$ cat config.mk
export PLATFORM = sky130hd
export DESIGN_NAME = flappy_game_core
export DESIGN_NICKNAME = d
export VERILOG_FILES = /design/src/rtl/flappy_game_core.sv
export SDC_FILE = /design/constraint.sdc
export NUM_CORES = 1
export LEC_CHECK = 0
export BUFFER_PORTS_ARGS = -buffer_cell sky130_fd_sc_hd__buf_2
export CORE_ASPECT_RATIO = 1.75
export CORE_UTILIZATION = 38
export DETAILED_ROUTE_END_ITERATION = 10
export GPL_TIMING_DRIVEN = 0
export PLACE_DENSITY = 0.63
export SLEW_MARGIN = 20
export SYNTH_ARGS = -nofsm -noshare
export SYNTH_HDL_FRONTEND = slang
export SYNTH_SLANG_ARGS = --single-unit
$ cat constraint.sdc
create_clock -name i_clock -period 10.5 [get_ports i_clock]
set_clock_uncertainty 0.05 [all_clocks]
set_input_delay 0 -clock i_clock [delete_from_list [all_inputs] [get_ports i_clock]]
set_output_delay 0 -clock i_clock [all_outputs]
set_load 0.01 [all_outputs]
$ cat src/rtl/flappy_game_core.sv
// Frame-rate game engine for a one-pipe flappy-bird clone: bird physics, scrolling pipe,
// collision, current and high score. Each clock edge is one game frame.
module flappy_game_core #(
  parameter int         BIRD_X     = 160,
  parameter int         BIRD_W     = 20,
  parameter int         BIRD_H     = 20,
  parameter int         START_Y    = 240,
  parameter int         GROUND_Y   = 440,
  parameter int         GRAVITY    = 1,
  parameter int         FLAP_VEL   = -8,
  parameter int         MAX_FALL   = 8,
  parameter int         PIPE_W     = 40,
  parameter int         GAP_H      = 120,
  parameter int         PIPE_SPEED = 2,
  parameter int         PIPE_START = 640,
  parameter int         GAP_BASE   = 64,
  parameter logic [7:0] LFSR_SEED  = 8'hA5
) (
  input  logic       i_clock,
  input  logic       i_reset,
  input  logic       i_flap,
  input  logic       i_pause,
  output logic       o_game_state,
  output logic [9:0] o_current_score,
  output logic [9:0] o_highest_score,
  output logic [9:0] o_bird_x,
  output logic [8:0] o_bird_y,
  output logic [9:0] o_pipe_x,
  output logic [8:0] o_gap_y
);

  typedef enum logic [1:0] {S_IDLE = 2'd0, S_RUN = 2'd1, S_OVER = 2'd2} state_t;

  localparam logic signed [11:0] L_BIRD_X   = 12'(BIRD_X);
  localparam logic signed [11:0] L_BIRD_W   = 12'(BIRD_W);
  localparam logic signed [11:0] L_BIRD_H   = 12'(BIRD_H);
  localparam logic signed [11:0] L_GROUND_Y = 12'(GROUND_Y);
  localparam logic signed [11:0] L_PIPE_W   = 12'(PIPE_W);
  localparam logic signed [11:0] L_GAP_H    = 12'(GAP_H);
  localparam logic signed [7:0]  L_FLAP_VEL = 8'(FLAP_VEL);
  localparam logic signed [7:0]  L_GRAVITY  = 8'(GRAVITY);
  localparam logic signed [7:0]  L_MAX_FALL = 8'(MAX_FALL);
  localparam logic [8:0]         L_START_Y  = 9'(START_Y);
  localparam logic [9:0]         L_PIPE_X0  = 10'(PIPE_START);
  localparam logic [9:0]         L_PIPE_SPD = 10'(PIPE_SPEED);
  localparam logic [8:0]         L_GAP_BASE = 9'(GAP_BASE);
  localparam logic [9:0]         L_SCORE_MAX = 10'd999;

  function automatic logic signed [7:0] fall_limit(input logic signed [7:0] v);
    logic signed [7:0] t;
    t = v + L_GRAVITY;
    return (t > L_MAX_FALL) ? L_MAX_FALL : t;
  endfunction

  function automatic logic [9:0] score_inc(input logic [9:0] s);
    return (s >= L_SCORE_MAX) ? L_SCORE_MAX : s + 10'd1;
  endfunction

  // Fibonacci LFSR for x^8+x^6+x^5+x^4+1
  function automatic logic [7:0] lfsr_step(input logic [7:0] q);
    return {q[6:0], q[7] ^ q[5] ^ q[4] ^ q[3]};
  endfunction

  state_t            r_state;
  logic              r_game_state;
  logic              r_flap_q;
  logic [8:0]        r_bird_y;
  logic signed [7:0] r_vel;
  logic [9:0]        r_pipe_x;
  logic [8:0]        r_gap_y;
  logic [7:0]        r_lfsr;
  logic [9:0]        r_cur_score;
  logic [9:0]        r_high_score;

  state_t            w_state_nxt;
  logic [8:0]        w_bird_y_nxt;
  logic signed [7:0] w_vel_nxt;
  logic [9:0]        w_pipe_x_nxt;
  logic [8:0]        w_gap_y_nxt;
  logic [7:0]        w_lfsr_nxt;
  logic [9:0]        w_cur_nxt;
  logic [9:0]        w_high_nxt;

  logic              w_flap_edge;
  logic signed [11:0] w_y_n;
  logic              w_y_neg;
  logic [8:0]        w_y_run;
  logic signed [7:0] w_vel_run;
  logic              w_reload;
  logic [7:0]        w_lfsr_run;
  logic [9:0]        w_pipe_run;
  logic [8:0]        w_gap_run;
  logic signed [11:0] w_ys, w_ps, w_gs, w_ps_old;
  logic              w_hit_ground, w_overlap, w_out_gap, w_collide, w_passed;
  logic [9:0]        w_score_run;

  assign w_flap_edge = i_flap & ~r_flap_q;

  // Position always advances with the velocity held at the start of the frame
  assign w_y_n     = $signed({3'b000, r_bird_y}) + $signed({{4{r_vel[7]}}, r_vel});
  assign w_y_neg   = w_y_n[11];
  assign w_y_run   = w_y_neg ? 9'd0 : w_y_n[8:0];
  assign w_vel_run = w_y_neg ? 8'sd0 : (w_flap_edge ? L_FLAP_VEL : fall_limit(r_vel));

  assign w_reload   = (r_pipe_x == 10'd0);
  assign w_lfsr_run = w_reload ? lfsr_step(r_lfsr) : r_lfsr;
  assign w_pipe_run = w_reload ? L_PIPE_X0 : r_pipe_x - L_PIPE_SPD;
  assign w_gap_run  = w_reload ? L_GAP_BASE + {1'b0, w_lfsr_run} : r_gap_y;

  assign w_ys     = $signed({3'b000, w_y_run});
  assign w_ps     = $signed({2'b00, w_pipe_run});
  assign w_gs     = $signed({3'b000, w_gap_run});
  assign w_ps_old = $signed({2'b00, r_pipe_x});

  assign w_hit_ground = (w_y_n + L_BIRD_H) >= L_GROUND_Y;
  assign w_overlap    = (L_BIRD_X + L_BIRD_W > w_ps) && (L_BIRD_X < w_ps + L_PIPE_W);
  assign w_out_gap    = (w_ys < w_gs) || (w_ys + L_BIRD_H > w_gs + L_GAP_H);
  assign w_collide    = w_hit_ground || (w_overlap && w_out_gap);
  // Pipe right edge crosses the bird's left edge during this frame
  assign w_passed     = (w_ps_old + L_PIPE_W >= L_BIRD_X) && (w_ps + L_PIPE_W < L_BIRD_X);
  assign w_score_run  = score_inc(r_cur_score);

  always_comb begin
    w_state_nxt  = r_state;
    w_bird_y_nxt = r_bird_y;
    w_vel_nxt    = r_vel;
    w_pipe_x_nxt = r_pipe_x;
    w_gap_y_nxt  = r_gap_y;
    w_lfsr_nxt   = r_lfsr;
    w_cur_nxt    = r_cur_score;
    w_high_nxt   = r_high_score;
    case (r_state)
      S_IDLE: begin
        if (w_flap_edge) begin
          w_state_nxt = S_RUN;
          w_vel_nxt   = L_FLAP_VEL;
          w_cur_nxt   = 10'd0;
        end
      end
      S_RUN: begin
        if (!i_pause) begin
          w_bird_y_nxt = w_y_run;
          w_vel_nxt    = w_vel_run;
          w_pipe_x_nxt = w_pipe_run;
          w_gap_y_nxt  = w_gap_run;
          w_lfsr_nxt   = w_lfsr_run;
          if (w_collide) begin
            w_state_nxt = S_OVER;
          end else if (w_passed) begin
            w_cur_nxt = w_score_run;
            if (w_score_run > r_high_score) w_high_nxt = w_score_run;
          end
        end
      end
      S_OVER: begin
        // LFSR and gap are intentionally kept so the next game sees a new pipe sequence
        if (w_flap_edge) begin
          w_state_nxt  = S_IDLE;
          w_bird_y_nxt = L_START_Y;
          w_vel_nxt    = 8'sd0;
          w_pipe_x_nxt = L_PIPE_X0;
        end
      end
      default: w_state_nxt = S_IDLE;
    endcase
  end

  always_ff @(posedge i_clock) begin
    if (i_reset) begin
      r_state      <= S_IDLE;
      r_game_state <= 1'b0;
      r_flap_q     <= 1'b0;
      r_bird_y     <= L_START_Y;
      r_vel        <= 8'sd0;
      r_pipe_x     <= L_PIPE_X0;
      r_lfsr       <= LFSR_SEED;
      r_gap_y      <= L_GAP_BASE + {1'b0, LFSR_SEED};
      r_cur_score  <= 10'd0;
      r_high_score <= 10'd0;
    end else begin
      r_state      <= w_state_nxt;
      r_game_state <= (w_state_nxt == S_RUN);
      r_flap_q     <= i_flap;
      r_bird_y     <= w_bird_y_nxt;
      r_vel        <= w_vel_nxt;
      r_pipe_x     <= w_pipe_x_nxt;
      r_lfsr       <= w_lfsr_nxt;
      r_gap_y      <= w_gap_y_nxt;
      r_cur_score  <= w_cur_nxt;
      r_high_score <= w_high_nxt;
    end
  end

  assign o_game_state    = r_game_state;
  assign o_current_score = r_cur_score;
  assign o_highest_score = r_high_score;
  assign o_bird_x        = 10'(BIRD_X);
  assign o_bird_y        = r_bird_y;
  assign o_pipe_x        = r_pipe_x;
  assign o_gap_y         = r_gap_y;

endmodule

==> results of run 1 <==
## power by group
part,switching [mW],internal (mW)
Sequential,0.0170,0.271
Combinational,0.314,0.199
Clock,0.118,0.157
## flip-flops by register name, indices dropped and copies added, names as in the netlist
register,count
o_bird_y,9
o_current_score,10
o_game_state,1
o_gap_y,9
o_highest_score,10
o_pipe_x,10
r_flap_q,1
r_lfsr,8
r_state,2
r_vel,8
## final timing paths
kind / from / to / slack [ns] / cells after the start
hold reg to reg: r_lfsr[2] / r_lfsr[2] / 0.41 / 2
setup / recovery: r_vel[0] / o_game_state / 4.86 / 25
setup reg to reg: r_vel[0] / o_game_state / 4.86 / 25
hold / removal: i_pause / r_state[1] / 0.11 / 4
## area by class of cell
class                      count  share of cell area (%)
multi-input combinational    564                    60.1
inverter                      32                    1.94
tap                          177                    3.58
clock inverter                 5                   0.485
buffer                        42                    3.64
clock buffer                  10                    3.70
timing repair buffer          54                    4.53
sequential                    68                    22.0
## critical path: cells and delay by family, from the launching register on
| kind | cells | cell delay, ns |
|---|---|---|
| compound gates | 8 | 1.55 |
| xor+xnor | 1 | 0.16 |
| fa+ha+maj | 4 | 1.25 |
| buf+inv | 1 | 0.31 |
| flops | 1 | 0.41 |
| simple gates | 11 | 1.81 |
## what timing repair did
item	4_1_cts	5_1_grt
hold buffers	2	0
endpoints found under the hold margin	2	0
endpoints found under the setup margin	0	0
## stage by stage
step	util, %	power, mW	hold WS (ns)	instance area (sq um)
floorplan	-	0.680	0.0782	5430
global placement	42.5	0.795	0.203	5910
detailed placement	42.5	0.797	0.215	5910
CTS	44.5	1.08	0.0887	6190
global route	44.5	1.14	0.145	6190
finish	44.5	1.08	0.106	6190
## logic make-up after synthesis
family / after synthesis / share of synthesized area, %
other: 2 / 0.139
AO/OA/AOI/OAI: 190 / 22.6
adder cells (fa/ha/maj): 56 / 13.1
AND/OR/NAND/NOR: 262 / 24.4
flip-flops: 68 / 25.2
buffers and inverters: 74 / 6.40
multiplexers: 13 / 2.41
XOR/XNOR: 33 / 5.70
## layout by cell type (no fill, tap or decap), drive strengths merged, types with 15 or more instances in the layout
cell / n
nand2b: 21
xnor2: 23
a21oi: 67
inv: 31
nand2: 74
nor3: 20
ha: 55
clkbuf: 31
dfxtp: 68
o21ai: 29
buf: 73
nand3: 15
nor2: 70
## layer usage
layer  GRT usage [%]  up-vias  share of wire (%)
li1                -     2611                  -
met1            21.4     2422                 37
met2            41.4      143                 55
met3            3.14       46                3.2
met4            12.7        0                4.8
met5               0        -                  0
==> reports/qor.yml, run 1 <==
finish:
  fin_cells: 952
  syn_to_final_growth_pct: 14.7
  nNetsFinal: 831
  fraction_of_layout_cells_with_a_size_suffix_above_1_pct: 13.4
  fill_cell_instance_count_of_the_final_layout: 1439
  n_antenna_cell: 0
  area.sequential_sq_mm: 0.00136
  multi_input_comb_area_sq_mm: 0.00372
detailed_routing:
  post_drt_via_cell_ratio: 5.49
  num_vias: 5222
  post_drt_wl_per_cell_um: 16.2
  drt_first_iter_violations: 219
  detail-route-antenna-nets: 0
  firstDrtPassIters: 5
  detail_route.drc_violations: 0
  drt-total-wl_mm: 15.4
yosys:
  synthesis.area_sq_mm: 0.00540
  synth_seq_cells: 68
  synth_edf_count: 0
  synthTopCellsByCount: "nand2_1, nor2_1, dfxtp_1, a21oi_1, ha_1"
  predominant_post_synthesis_flop_cell: "dfxtp_1"
  synthDistinctLibCells: 70
  netlist_instances: 698
  synth.most_common_cell: "nand2_1"
  ys_warn_count: 0
  post_synth.cell_area_avg_sq_um: 7.73
  synth_top_cell_area_share_pct: 25.2
  synthTopCellsByArea: "dfxtp_1, ha_1, a21oi_1"
  seq_area_frac_synth_pct: 25.2
  postSynth.asyncResetShare_pct: 0
  synth_largest_area_cell: "dfxtp_1"
grt:
  grt-ovfl-total: 0
  first_global_vias: 5123
  total_routing_resource_utilization_after_global_routing_pct: 21.6
  grt_first_pass_wirelength_mm: 25.0
  antenna_violations_before_repair: 0
  grt_max_degree: 12
cts:
  cts_setup_buffers: 0
  cts-htree-levels: 3
  cts_tree: "done"
  clock_insertion_delay_at_the_later_pin_of_the_skew_report_ns: 0.34
  root_buffer: "clkbuf_16"
  cts_inserted_buffers: 9
  clkTransAtPathRegs_ns: 0.06
  cts_repair_resize_count: 0
  clock_path_buffers: 2
  clock_sink_count: 68
timing:
  timing_hold_violations_final: 0
  timing.setup.tns_ns: 0
  rsz0062_at_grt: "false"
  period_minus_slack_ns: 5.64
  report.final.slew_viol_count: 0
  period_share_pct: 53.7
  final.setup.worst_slack_ns: 4.86
  slew_at_the_pin_with_the_worst_max_slew_slack_ns: 0.881
  maxSlewHeadroom_pct: 40.8
  max_clock_freq_mhz: 177
  setup_viol: 0
setup_path:
  cpPeakStageDelay_ns: 0.42
  setup.worst_path.class: "reg -> reg"
  crit_path_start_kind: "flop"
  crit_arrival_ns: 5.86
  critical_path_required_ns: 10.72
  critical_path.endpoint_type: "flop"
  crit_top_cell: "nor2_1"
  worstPathMaxFanout: 10
  critPathSlowestCell: "fa_1"
placed_design:
  gp_routability_congestion: 0.905
  detailed_place_hpwl_mm: 12.1
  detailedPlace.worstSlack_ns: 4.96
  placed_cells_incl_taps: 935
  io_buffers: 52
die:
  initial_core_util_pct: 38.8
  die_area_sq_mm: 0.0147
  coreArea_sq_mm: 0.0139
  rows: 57
  design.portCount: 63
  chipWidth_um: 92.1
  die_h_um: 160
run_status:
  outcome: "completed"
pwr:
  power.ir.vdd_worst_v: 0.0000902
  total_leakage_power_nw: 2.82
  power_per_cell_area_mw_per_mm2: 174
hold_path:
  timing.hold.worst.class: "in -> reg"
job:
  drv.max_cap_violation_count: 0
No activity file was read; power rests on OpenSTA's default activity.
==> inputs of run 2 (changes only) <==
--- a/config.mk
+++ b/config.mk
@@ -10,7 +10,7 @@
 export CORE_UTILIZATION = 38
 export DETAILED_ROUTE_END_ITERATION = 10
 export GPL_TIMING_DRIVEN = 0
-export PLACE_DENSITY = 0.63
+export PLACE_DENSITY = 0.65
 export SLEW_MARGIN = 20
 export SYNTH_ARGS = -nofsm -noshare
 export SYNTH_HDL_FRONTEND = slang
==> constraint.sdc (replaced) <==
create_clock -name i_clock -period 4.7 [get_ports i_clock]
set_clock_uncertainty 0.05 [all_clocks]
set_input_delay 0 -clock i_clock [delete_from_list [all_inputs] [get_ports i_clock]]
set_output_delay 0 -clock i_clock [all_outputs]
set_load 0.01 [all_outputs]
==> run 2 against run 1 <==
Sequential share of layout area shrank 0.99 points. Largest power group unchanged. Clock-buffer cell count up 2. Sequential power grew 120%. Critical endpoint unchanged. Fmax up 23%. Worst hold slack lost 0.033 ns.
==> reports/qor.yml, run 2 (synthesis results as in run 1) <==
hold_path:
  worstHoldEndpoint: "r_state[1]"
  timing.hold.worst.class: "in -> reg"
  min_from: "i_pause"
  timing.hold.worst_path_depth: 4
timing:
  max_clock_freq_mhz: 218
  rsz0062_at_grt: "true"
  timing_hold_violations_final: 0
  period_share_pct: 97.7
  setup_viol: 0
  period_minus_slack_ns: 4.59
  maxSlewHeadroom_pct: 38.0
  report.final.slew_viol_count: 0
  slew_at_the_pin_with_the_worst_max_slew_slack_ns: 0.922
  timing.setup.tns_ns: 0
finish:
  multi_input_comb_area_sq_mm: 0.00384
  n_antenna_cell: 0
  fill_cell_instance_count_of_the_final_layout: 1392
  nNetsFinal: 851
  most-common-layout-cells: "nand2_1, nor2_1, dfxtp_1"
  fraction_of_layout_cells_with_a_size_suffix_above_1_pct: 18.3
  syn_to_final_growth_pct: 20.6
  area.sequential_sq_mm: 0.00137
  fin_cells: 973
  final_common_cell: "nand2_1"
cts:
  cts-htree-levels: 3
  clock_path_buffers: 2
  cts_inserted_buffers: 9
  clock_sink_count: 68
  clock_insertion_delay_at_the_later_pin_of_the_skew_report_ns: 0.34
  clkTransAtPathRegs_ns: 0.06
  root_buffer: "clkbuf_16"
  cts_tree: "done"
grt:
  grt_first_pass_wirelength_mm: 25.1
  antenna_violations_before_repair: 0
  first_global_vias: 5199
  grt_max_degree: 12
  total_routing_resource_utilization_after_global_routing_pct: 21.8
  grt-ovfl-total: 0
die:
  die_h_um: 160
  chipWidth_um: 92.1
  initial_core_util_pct: 38.8
  design.portCount: 63
  rows: 57
  coreArea_sq_mm: 0.0139
  die_area_sq_mm: 0.0147
detailed_routing:
  drt_first_iter_violations: 272
  post_drt_via_cell_ratio: 5.41
  post_drt_wl_per_cell_um: 16.0
  detail_route.drc_violations: 0
  firstDrtPassIters: 4
  num_vias: 5262
  detail-route-antenna-nets: 0
  drt-total-wl_mm: 15.6
setup_path:
  worstReg2RegStart: "r_vel[0]"
  reg2regPathDepth: 27
  worstPathMaxFanout: 7
  crit_path_start_kind: "flop"
  critical_path_required_ns: 4.87
  critical_path.endpoint_type: "flop"
  rr_endpoint: "o_game_state"
  crit_arrival_ns: 4.77
  regToRegSetupSlack_ns: 0.11
  setup.worst_path.class: "reg -> reg"
pwr:
  power.share.clock_pct: 26.4
  p_comb_share_pct: 48.6
  power.ir.vdd_worst_v: 0.000221
  power_switching_mw: 1.03
  seq_power_share_pct: 25.0
  power_mw: 2.58
  internal_power_mw: 1.55
  total_leakage_power_nw: 2.93
  power_per_cell_area_mw_per_mm2: 396
  sw_frac_of_total_pct: 40.1
placed_design:
  detailed_place_hpwl_mm: 12.0
  io_buffers: 52
  gp_routability_congestion: 0.917
  placed_cells_incl_taps: 935
run_status:
  outcome: "completed"
job:
  drv.max_cap_violation_count: 0
run 2: cell type report:
cell class                      count  share of cell area [%]
Buffer                             42                    3.63
Clock buffer                       12                    3.79
Clock inverter                      4                   0.749
Inverter                           32                    1.84
Multi-Input combinational cell    564                    59.0
Sequential cell                    68                    21.0
Tap cell                          177                    3.40
Timing Repair Buffer               74                    6.61
run 2: metrics by stage:
step	utilization, %	hold slack, ns	setup slack (ns)	instance area (sq um)
after floorplan	-	0.0782	0.171	5430
after global placement	42.5	0.201	-0.823	5910
after detailed placement	42.5	0.207	-0.811	5910
after CTS	45.7	0.0653	0.0203	6360
after global routing	46.8	0.0773	-0.0848	6510
final	46.8	0.0730	0.107	6510
run 2: worst max path at each step:
stage	startpoint	end	slack, ns	cells after the start
floorplan	r_vel[0]	o_game_state	0.17	25
finish	r_vel[0]	o_game_state	0.11	27
CTS	r_vel[0]	o_game_state	0.02	25
global route	r_vel[0]	o_game_state	-0.08	25
global placement	r_vel[0]	o_game_state	-0.82	25
detailed placement	r_vel[0]	o_game_state	-0.81	25
run 2: power groups by stage:
| stage | clock network [mW] | logic [mW] | registers (mW) |
|---|---|---|---|
| CTS | 0.693 | 1.18 | 0.643 |
| global route | 0.721 | 1.38 | 0.648 |
| global placement | 0 | 1.11 | 0.655 |
| finish | 0.680 | 1.25 | 0.646 |
| floorplan | 0 | 0.868 | 0.652 |
| detailed placement | 0 | 1.12 | 0.655 |
run 2: worst max-delay path: stages, from the launching register on:
cell,delay [ns]
dfxtp_4,0.40
ha_4,0.16
fa_2,0.23
a211oi_2,0.08
o211ai_1,0.33
nand4_1,0.20
buf_4,0.17
buf_4,0.12
buf_4,0.12
buf_4,0.12
buf_4,0.12
buf_4,0.12
buf_4,0.12
buf_4,0.12
buf_4,0.12
buf_4,0.12
nand4_1,0.12
ha_2,0.19
inv_1,0.03
a21o_1,0.17
a21o_1,0.18
a21oi_2,0.13
o21ai_1,0.08
a31oi_1,0.19
o221ai_2,0.16
a21oi_2,0.19
o211ai_1,0.13
and3_1,0.21
run 2: what timing repair did:
action	CTS	global route
pin swaps	9	23
hold endpoints to repair	2	0
gates resized for setup	13	23
buffers inserted	13	7
setup endpoints to repair	3	3
hold buffers	2	0
run 2: routing by layer:
metal | vias up | track usage, % | routed length [um]
met2 | 128 | 42.6 | 8650
met1 | 2440 | 20.6 | 5690
met5 | - | 0 | 0
met3 | 46 | 3.29 | 520
li1 | 2648 | - | -
met4 | 0 | 13.2 | 739
